==> config.mk <==
export PLATFORM = sky130hd
export DESIGN_NAME = div_host_sequencer
export DESIGN_NICKNAME = d
export VERILOG_FILES = /design/src/rtl/div_host_sequencer.sv
export SDC_FILE = /design/constraint.sdc
export NUM_CORES = 1
export LEC_CHECK = 0
export CAP_MARGIN = 0
export CORE_MARGIN = 2
export CORE_UTILIZATION = 39
export CTS_CLUSTER_DIAMETER = 50
export DETAILED_ROUTE_END_ITERATION = 10
export GPL_TIMING_DRIVEN = 1
export PLACE_DENSITY = 0.77
export SYNTH_ARGS = -nofsm -noshare
export SYNTH_HDL_FRONTEND = slang
export SYNTH_SLANG_ARGS = --single-unit
==> constraint.sdc <==
create_clock -name clk -period 7.05 [get_ports clk]
set_clock_uncertainty 0.2 [all_clocks]
set_input_delay 1.41 -clock clk [delete_from_list [all_inputs] [get_ports clk]]
set_output_delay 1.41 -clock clk [all_outputs]
set_load 0.005 [all_outputs]
==> src/rtl/div_host_sequencer.sv <==
// Host-side sequencer for the repeated-subtraction divider.
// Launches one divide per request and returns quotient plus error flags.
module div_host_sequencer #(
  parameter int WIDTH       = 8,
  parameter int START_WAIT  = 4,
  parameter int RUN_TIMEOUT = 2048,
  parameter int CNT_W       = 12
) (
  input  logic             clk,
  input  logic             reset,
  input  logic             req_valid,
  output logic             req_ready,
  input  logic [WIDTH-1:0] req_a,
  input  logic [WIDTH-1:0] req_b,
  output logic             rsp_valid,
  input  logic             rsp_ready,
  output logic [WIDTH-1:0] rsp_quot,
  output logic [1:0]       rsp_err,
  output logic             proc_start,
  output logic [WIDTH-1:0] proc_a,
  output logic [WIDTH-1:0] proc_b,
  input  logic             proc_busy,
  input  logic [WIDTH-1:0] proc_out
);

  typedef enum logic [2:0] {
    S_IDLE,
    S_LAUNCH,
    S_WAIT,
    S_RUN,
    S_SETTLE,
    S_RESP
  } state_e;

  localparam logic [1:0] ERR_NONE = 2'b00;
  localparam logic [1:0] ERR_DIV0 = 2'b01;
  localparam logic [1:0] ERR_TOUT = 2'b10;

  state_e           state_q, state_d;
  logic [CNT_W-1:0] cnt_q, cnt_d, cnt_inc;
  logic [WIDTH-1:0] a_q, a_d;
  logic [WIDTH-1:0] b_q, b_d;
  logic [WIDTH-1:0] quot_q, quot_d;
  logic [1:0]       err_q, err_d;
  logic             req_fire;

  assign req_ready  = (state_q == S_IDLE);
  assign rsp_valid  = (state_q == S_RESP);
  assign proc_start = (state_q == S_LAUNCH);
  assign proc_a     = a_q;
  assign proc_b     = b_q;
  assign rsp_quot   = quot_q;
  assign rsp_err    = err_q;
  assign req_fire   = req_valid && req_ready;
  assign cnt_inc    = cnt_q + CNT_W'(1);

  // Next-state, watchdog and result capture
  always_comb begin
    state_d = state_q;
    cnt_d   = cnt_q;
    a_d     = a_q;
    b_d     = b_q;
    quot_d  = quot_q;
    err_d   = err_q;
    unique case (state_q)
      S_IDLE: begin
        if (req_fire) begin
          a_d = req_a;
          b_d = req_b;
          if (req_b == '0) begin
            quot_d  = '0;
            err_d   = ERR_DIV0;
            state_d = S_RESP;
          end else begin
            state_d = S_LAUNCH;
          end
        end
      end
      S_LAUNCH: begin
        cnt_d   = '0;
        state_d = S_WAIT;
      end
      S_WAIT: begin
        if (proc_busy) begin
          cnt_d   = '0;
          state_d = S_RUN;
        end else begin
          cnt_d = cnt_inc;
          if (cnt_inc == CNT_W'(START_WAIT)) begin
            quot_d  = '0;
            err_d   = ERR_TOUT;
            state_d = S_RESP;
          end
        end
      end
      S_RUN: begin
        if (!proc_busy) begin
          state_d = S_SETTLE;
        end else begin
          cnt_d = cnt_inc;
          if (cnt_inc == CNT_W'(RUN_TIMEOUT)) begin
            quot_d  = '0;
            err_d   = ERR_TOUT;
            state_d = S_RESP;
          end
        end
      end
      S_SETTLE: begin
        quot_d  = proc_out;
        err_d   = ERR_NONE;
        state_d = S_RESP;
      end
      S_RESP: begin
        if (rsp_ready) state_d = S_IDLE;
      end
      default: state_d = S_IDLE;
    endcase
  end

  // State and datapath registers with synchronous reset
  always_ff @(posedge clk) begin
    if (reset) begin
      state_q <= S_IDLE;
      cnt_q   <= '0;
      a_q     <= '0;
      b_q     <= '0;
      quot_q  <= '0;
      err_q   <= '0;
    end else begin
      state_q <= state_d;
      cnt_q   <= cnt_d;
      a_q     <= a_d;
      b_q     <= b_d;
      quot_q  <= quot_d;
      err_q   <= err_d;
    end
  end

endmodule

==> impl_results.md, run 1 <==
- Status: finished, final reports clean
- Detailed-router iteration count before antenna repair: 4
- Min-delay src: proc_a[0]
- Worst-path clk slew: 80 ps
- Post-route ant nets: 0
- Max-cap check violation count: 0
- Pins Over Slew Limit: 0
- Min-delay worst type: reg -> reg
- I/O pin total: between 50 and 60
- Final GP Congestion: 0.864
- Layout cells sized above 1: 0.0789
- Setup tns final: 0 ps
- Worst setup margin: between 3000 and 4000 ps
- Dpl ws: 3270 ps
- Vias: 2059
- Post-synthesis simple-gate area fraction: 0.283
- Post-Layout Cell Count: ~390
- Tmin final: 3460 ps
- Vias in the first global route: ~1900
- Drt total wl: around 5.3 mm
- Layout area overhead: 32.1%
- Floorplan core area: around 5400 µm²
- First DRT Iteration DRCs: between 100 and 150
- Die area: just over 6000 µm²
- Power per Cell Area: slightly below 200 nW/µm²
- CTS tree: done
- Post-synth EDFFs: 0
- Die Y: 78.2 µm
- Crit path max-delay cell type: nand3_1
- Dpl cells: between 300 and 400
- Worst EP arrival: 3460 ps
- H-tree depth: 2
- Worst ir drop on vdd: 0.133 mV
- Crit-path cells: clkdlybuf4s50_1 -> nand2b_1 -> nand3_1 -> nor3_1 -> nor2_1 -> a311oi_1
- FMAX: approximately 0.29 GHz
- Global route total overflow: 0
- Post-synth top flop: dfxtp_1
- Compound-Gate Fraction of Synth Area: 0.227
- Post-Synth XOR/XNOR Area: 0.0204
- Reg2Reg Setup Slack: about 4500 ps
- Slew at the pin with the worst max-slew slack: between 1000 and 1500 ps
- Leading cell types in the layout, fill and taps excluded: clkdlybuf4s50_1, nand2_1, dfxtp_1
- Vias per std cell: about 5.3
- Final period utilization: 0.490
- RSZ-0062 raised after global routing: no
- Slowest stage delay, CP: about 620 ps
- Final hold slack: between 200 and 300 ps
- Crit start category: input port
- Total GRT Usage: 0.178
- Synth Area in Adders: 0.0117
- Distinct cells, synth: a little under 50
- R2R cell count: 7
- Overall power: 559 µW
- Hold path cells: 2
- Cts hold-fix bufs: 0
- CTS Sinks: 41
- Yosys warnings: 0
- WL/cell: ~14 µm
- Post-layout util: 0.524
- Starting Density: 0.397
- Rows: 27
- Rel. slew slack: 0.181
- Required time of the critical path: ~7100 ps
- Syn_area_per_cell: between 7 and 8 µm²
- Synthesized flop and latch total: 41
- Sequential fraction of the synthesis area: 0.383
- First-pass GRT wire length: 8.87 mm
- WHS Endpoint: proc_a[0]
- Setup crit end kind: flip-flop
- DP Wirelength: 3.76 mm
- Post-Syn Area: 2150 µm²
- Die Wd: ~78 µm
- RR Endpoint: rsp_quot[2]
- Final net count: roughly 350
- Placed Area: around 2700 µm²
- Setup Buffers After CTS: 0
- DRC: 0
- Reg2reg start: cnt_q[0]
- Root Buffer: clkbuf_8
- Main combinational cell family by area after synthesis: simple AND/OR/NAND/NOR gates
- Clk buf depth: 2
- Kind of critical path: in -> reg
- Initial antenna violation count: 0
- Final hold violation count: 0
- Endpoints failing setup: 0
- Asr flop ratio synth: 0
- Commonest non-fill, non-tap cell in the layout: clkdlybuf4s50_1
- Multiplexer area fraction after synthesis: 0.0204
- Largest net degree at the start of global routing: 42
- LEAKAGE: 0.999 nW
- Mapped Nets: 304
- Clk Latency, worst-skew pair: roughly 290 ps
- Gate Count Post-Synth: 273
- Antenna diode count: 0
- Layout fillers: ~520
- Port bufs: 57
- Number of CTS-inserted buffers: 5
- Worst-path maximum fanout: 22
- Post-CTS resize count: 0
- Cell area after layout: ~2800 µm²
==> logic make-up (layout without fill, tap and decap cells) <==
kind of cell             Yosys count  in the layout
adder cells (fa/ha/maj)            2              2
AO/OA/AOI/OAI                     74             74
flip-flops                        41             41
buffers and inverters             27             71
multiplexers                       4              4
XOR/XNOR                           5              5
AND/OR/NAND/NOR                  120            120
==> layer usage <==
layer | up-vias | wire [µm] | track usage
li1 | 1056 | - | -
met1 | 950 | 2640 | 0.253
met2 | 47 | 2440 | 0.278
met3 | 6 | 218 | 0.0310
met4 | 0 | 55 | 0.0491
met5 | - | 0 | 0
==> power by group <==
group | leakage, nW | total (mW) | switching (mW) | internal (mW)
clock | 0.0543 | 0.193 | 0.0865 | 0.106
combinational | 0.612 | 0.110 | 0.0536 | 0.0563
sequential | 0.333 | 0.257 | 0.0126 | 0.244
==> synth_stat cells (2+ instances only) <==
| cell | count | area share |
|---|---|---|
| a211oi_1 | 2 | 0.0070 |
| a21bo_2 | 2 | 0.0093 |
| a21oi_1 | 37 | 0.086 |
| a311oi_1 | 2 | 0.0082 |
| a31oi_1 | 3 | 0.0087 |
| and2_1 | 3 | 0.0087 |
| and3_1 | 4 | 0.012 |
| and4_1 | 2 | 0.0082 |
| buf_2 | 7 | 0.016 |
| clkbuf_1 | 14 | 0.024 |
| dfxtp_1 | 41 | 0.38 |
| ha_1 | 2 | 0.012 |
| inv_1 | 4 | 0.0070 |
| mux2i_1 | 3 | 0.014 |
| nand2_1 | 48 | 0.084 |
| nand2_2 | 2 | 0.0058 |
| nand2b_1 | 2 | 0.0058 |
| nand3_1 | 8 | 0.019 |
| nand3b_1 | 2 | 0.0070 |
| nand4_1 | 4 | 0.012 |
| nor2_1 | 18 | 0.031 |
| nor2b_1 | 5 | 0.015 |
| nor3_1 | 8 | 0.019 |
| nor3_2 | 2 | 0.0093 |
| nor3b_1 | 4 | 0.014 |
| nor4_1 | 3 | 0.0087 |
| o211a_1 | 2 | 0.0093 |
| o211ai_1 | 8 | 0.028 |
| o21ai_0 | 8 | 0.019 |
| xnor2_1 | 4 | 0.016 |
==> state kept, by name, indices dropped and copies added (netlist names) <==
| signal | cells |
|---|---|
| rsp_err | 2 |
| rsp_quot | 8 |
| proc_a | 8 |
| cnt_q | 12 |
| proc_b | 8 |
| state_q | 3 |
==> cell type report <==
| type | instances | area, µm² | area share |
|---|---|---|---|
| sequential | 41 | 821 | 0.290 |
| clock inverter | 3 | 46.3 | 0.0163 |
| inverter | 4 | 15.0 | 0.00530 |
| clock buffer | 5 | 68.8 | 0.0243 |
| multi-input combinational | 205 | 1210 | 0.426 |
| tap | 72 | 90.1 | 0.0318 |
| timing repair buffer | 59 | 586 | 0.207 |
==> how the worst max path moves through the flow <==
| stage | from | to | cells after the start |
|---|---|---|---|
| 2_1_floorplan | req_b[7] | rsp_quot[7] | 7 |
| 3_3_place_gp | req_b[7] | rsp_quot[5] | 7 |
| 3_5_place_dp | req_b[2] | rsp_quot[2] | 7 |
| 4_1_cts | req_b[1] | rsp_quot[2] | 7 |
| 5_1_grt | proc_busy | cnt_q[10] | 6 |
| 6_report | proc_busy | cnt_q[10] | 6 |
==> critical path: cells and delay by family <==
family	cells	cell delay, ps
AOI/OAI and AO/OA	1	230
buffers and inverters	1	570
and+or+nand+nor	4	1240
(Power assumes the default switching activity.)
==> inputs of run 2 (changes only) <==
Clock period 7.05 ns to 3.2 ns, I/O delays scaled along.
==> impl_results.md, run 2 (synthesis gave the netlist of run 1 again) <==
- Status: finished, final reports clean
- Cts hold-fix bufs: 0 (unchanged)
- Pins Over Slew Limit: 0 (unchanged)
- Kind of critical path: in -> reg
- Vias in the first global route: 1814 (-2.0%)
- H-tree depth: 2 (unchanged)
- Min-delay worst type: reg -> reg
- First-pass GRT wire length: 8.65 mm (-2.5%)
- Final GP Congestion: 0.776 (-10%)
- CP delay by family, top: compound AO/OA/AOI/OAI gates
- Worst EP arrival: 2530 ps (-930 ps)
- Total GRT Usage: 0.176 (-0.00236)
- Cell area after layout: 2870 µm² (+1.3%)
- Floorplan core area: 5410 µm² (unchanged)
- Die Y: 78.2 µm (unchanged)
- Drt total wl: 5.36 mm (+0.17%)
- WL/cell: 13.7 µm (-0.34%)
- Setup Buffers After CTS: 0 (unchanged)
- Rel. slew slack: 0.407 (+0.226)
- Initial antenna violation count: 0 (unchanged)
- DP Wirelength: 3.76 mm (about the same)
- Starting Density: 0.397 (unchanged)
- Antenna diode count: 0 (unchanged)
- Placed Area: 2730 µm² (+0.55%)
- I/O pin total: 58 (unchanged)
- Layout cells sized above 1: 0.0846 (+0.00578)
- Post-route ant nets: 0 (unchanged)
- Most flops, register: cnt_q
- LEAKAGE: 1.02 nW (+2.3%)
- Vias per std cell: 5.33 (+0.65%)
- Largest net degree at the start of global routing: 26 (-38%)
- DRC: 0 (unchanged)
- Final net count: 349 (+0.58%)
- Leading cell types in the layout, fill and taps excluded: clkdlybuf4s50_1, nand2_1, dfxtp_1
- Crit start category: input port
- Clk buf depth: 2 (unchanged)
- Crit-path cells: clkdlybuf4s50_1 -> nor4_1 -> nand3b_1 -> nor4_1 -> o21ai_1 -> a221o_1 -> nor2_1
- Power per Cell Area: 458 nW/µm² (+130%)
- Commonest non-fill, non-tap cell in the layout: clkdlybuf4s50_1
- Required time of the critical path: 3230 ps (-3820 ps)
- Final hold violation count: 0 (unchanged)
- Tmin final: 2510 ps
- Crit path max-delay cell type: clkdlybuf4s50_1
- Setup tns final: 0 ps (unchanged)
- Root Buffer: clkbuf_8
- Worst ir drop on vdd: 0.241 mV (+81%)
- Detailed-router iteration count before antenna repair: 5 (+1)
- FMAX: around 0.4 GHz
- Port bufs: 57 (unchanged)
- Max reg flops: 12 (unchanged)
- Slew at the pin with the worst max-slew slack: 883 ps (-333 ps)
- First DRT Iteration DRCs: 234 (+63%)
- Layout area overhead: 33.8%
- Endpoints failing setup: 0 (unchanged)
- Clk Latency, worst-skew pair: 290 ps (about the same)
- Worst path bufs/invs: 1 (unchanged)
- RSZ-0062 raised after global routing: no
- Vias: 2083 (+1.2%)
- Layout fillers: 549 (+5.0%)
- Rows: 27 (unchanged)
- Number of CTS-inserted buffers: 5 (unchanged)
- Die Wd: 78.2 µm (unchanged)
- Final period utilization: 0.783
- Most Frequent Cell on Critical Path: nor4_1
- Post-CTS resize count: 0 (unchanged)
- Max-cap check violation count: 0 (unchanged)
- Worst-path maximum fanout: 11 (-50%)
- Global route total overflow: 0 (unchanged)
- CTS tree: done
- CTS Sinks: 41 (unchanged)
- Setup crit end kind: flip-flop
- Die area: 6110 µm² (unchanged)
- Worst-path clk slew: 80 ps (about the same)
- Slowest stage delay, CP: 420 ps (-200 ps)
run 2: changes by cell type in the layout (fill, tap and decap cells not counted), sizes merged:
cell	delta
clkinvlp	-1
buf	+2
bufinv	+1
inv	+1
clkinv	-1
run 2: area by class of cell:
type	count	area [µm²]	area share
multi-input cells	205	1210	0.420
clock inverters	3	68.8	0.0240
repair buffers	61	601	0.209
well taps	72	90.1	0.0314
flip-flops and latches	41	821	0.286
inverters	4	15.0	0.00523
clock buffers	5	68.8	0.0240
run 2: tightest hold or removal path, cell delays in order, from the launching register on:
cell and delay, ps:
dfxtp_1 320, nand2_1 50, a21oi_1 50
run 2: path summary, 6_finish.rpt:
check | to | cells after the start | startpoint | slack (ps)
max reg2reg | rsp_quot[2] | 7 | cnt_q[0] | 700
min | proc_a[2] | 2 | proc_a[2] | 260
max | rsp_err[0] | 7 | req_b[7] | 690
min reg2reg | proc_a[2] | 2 | proc_a[2] | 260
run 2: report_power, final:
part / internal [mW] / switching, mW / leakage, nW / total [mW]
combinational: 0.126 / 0.119 / 0.621 / 0.245
sequential: 0.538 / 0.0272 / 0.333 / 0.565
clock: 0.314 / 0.191 / 0.0687 / 0.505
run 2: layer usage:
layer | vias up | share of wire | global-route usage
met1 | 975 | 0.48 | 0.243
met5 | - | 0 | 0
met3 | 5 | 0.035 | 0.0379
met4 | 0 | 0.010 | 0.0579
met2 | 45 | 0.47 | 0.272
li1 | 1058 | - | -
run 2: through the flow:
step	power (mW)	worst slack, ps	util	instances	hold slack, ps
finish	1.32	695	0.531	391	257
floorplan	0.698	985	-	273	253
global route	1.38	477	0.531	391	273
detailed placement	0.822	164	0.506	383	249
CTS	1.33	489	0.531	391	260
global placement	0.816	302	0.506	383	242
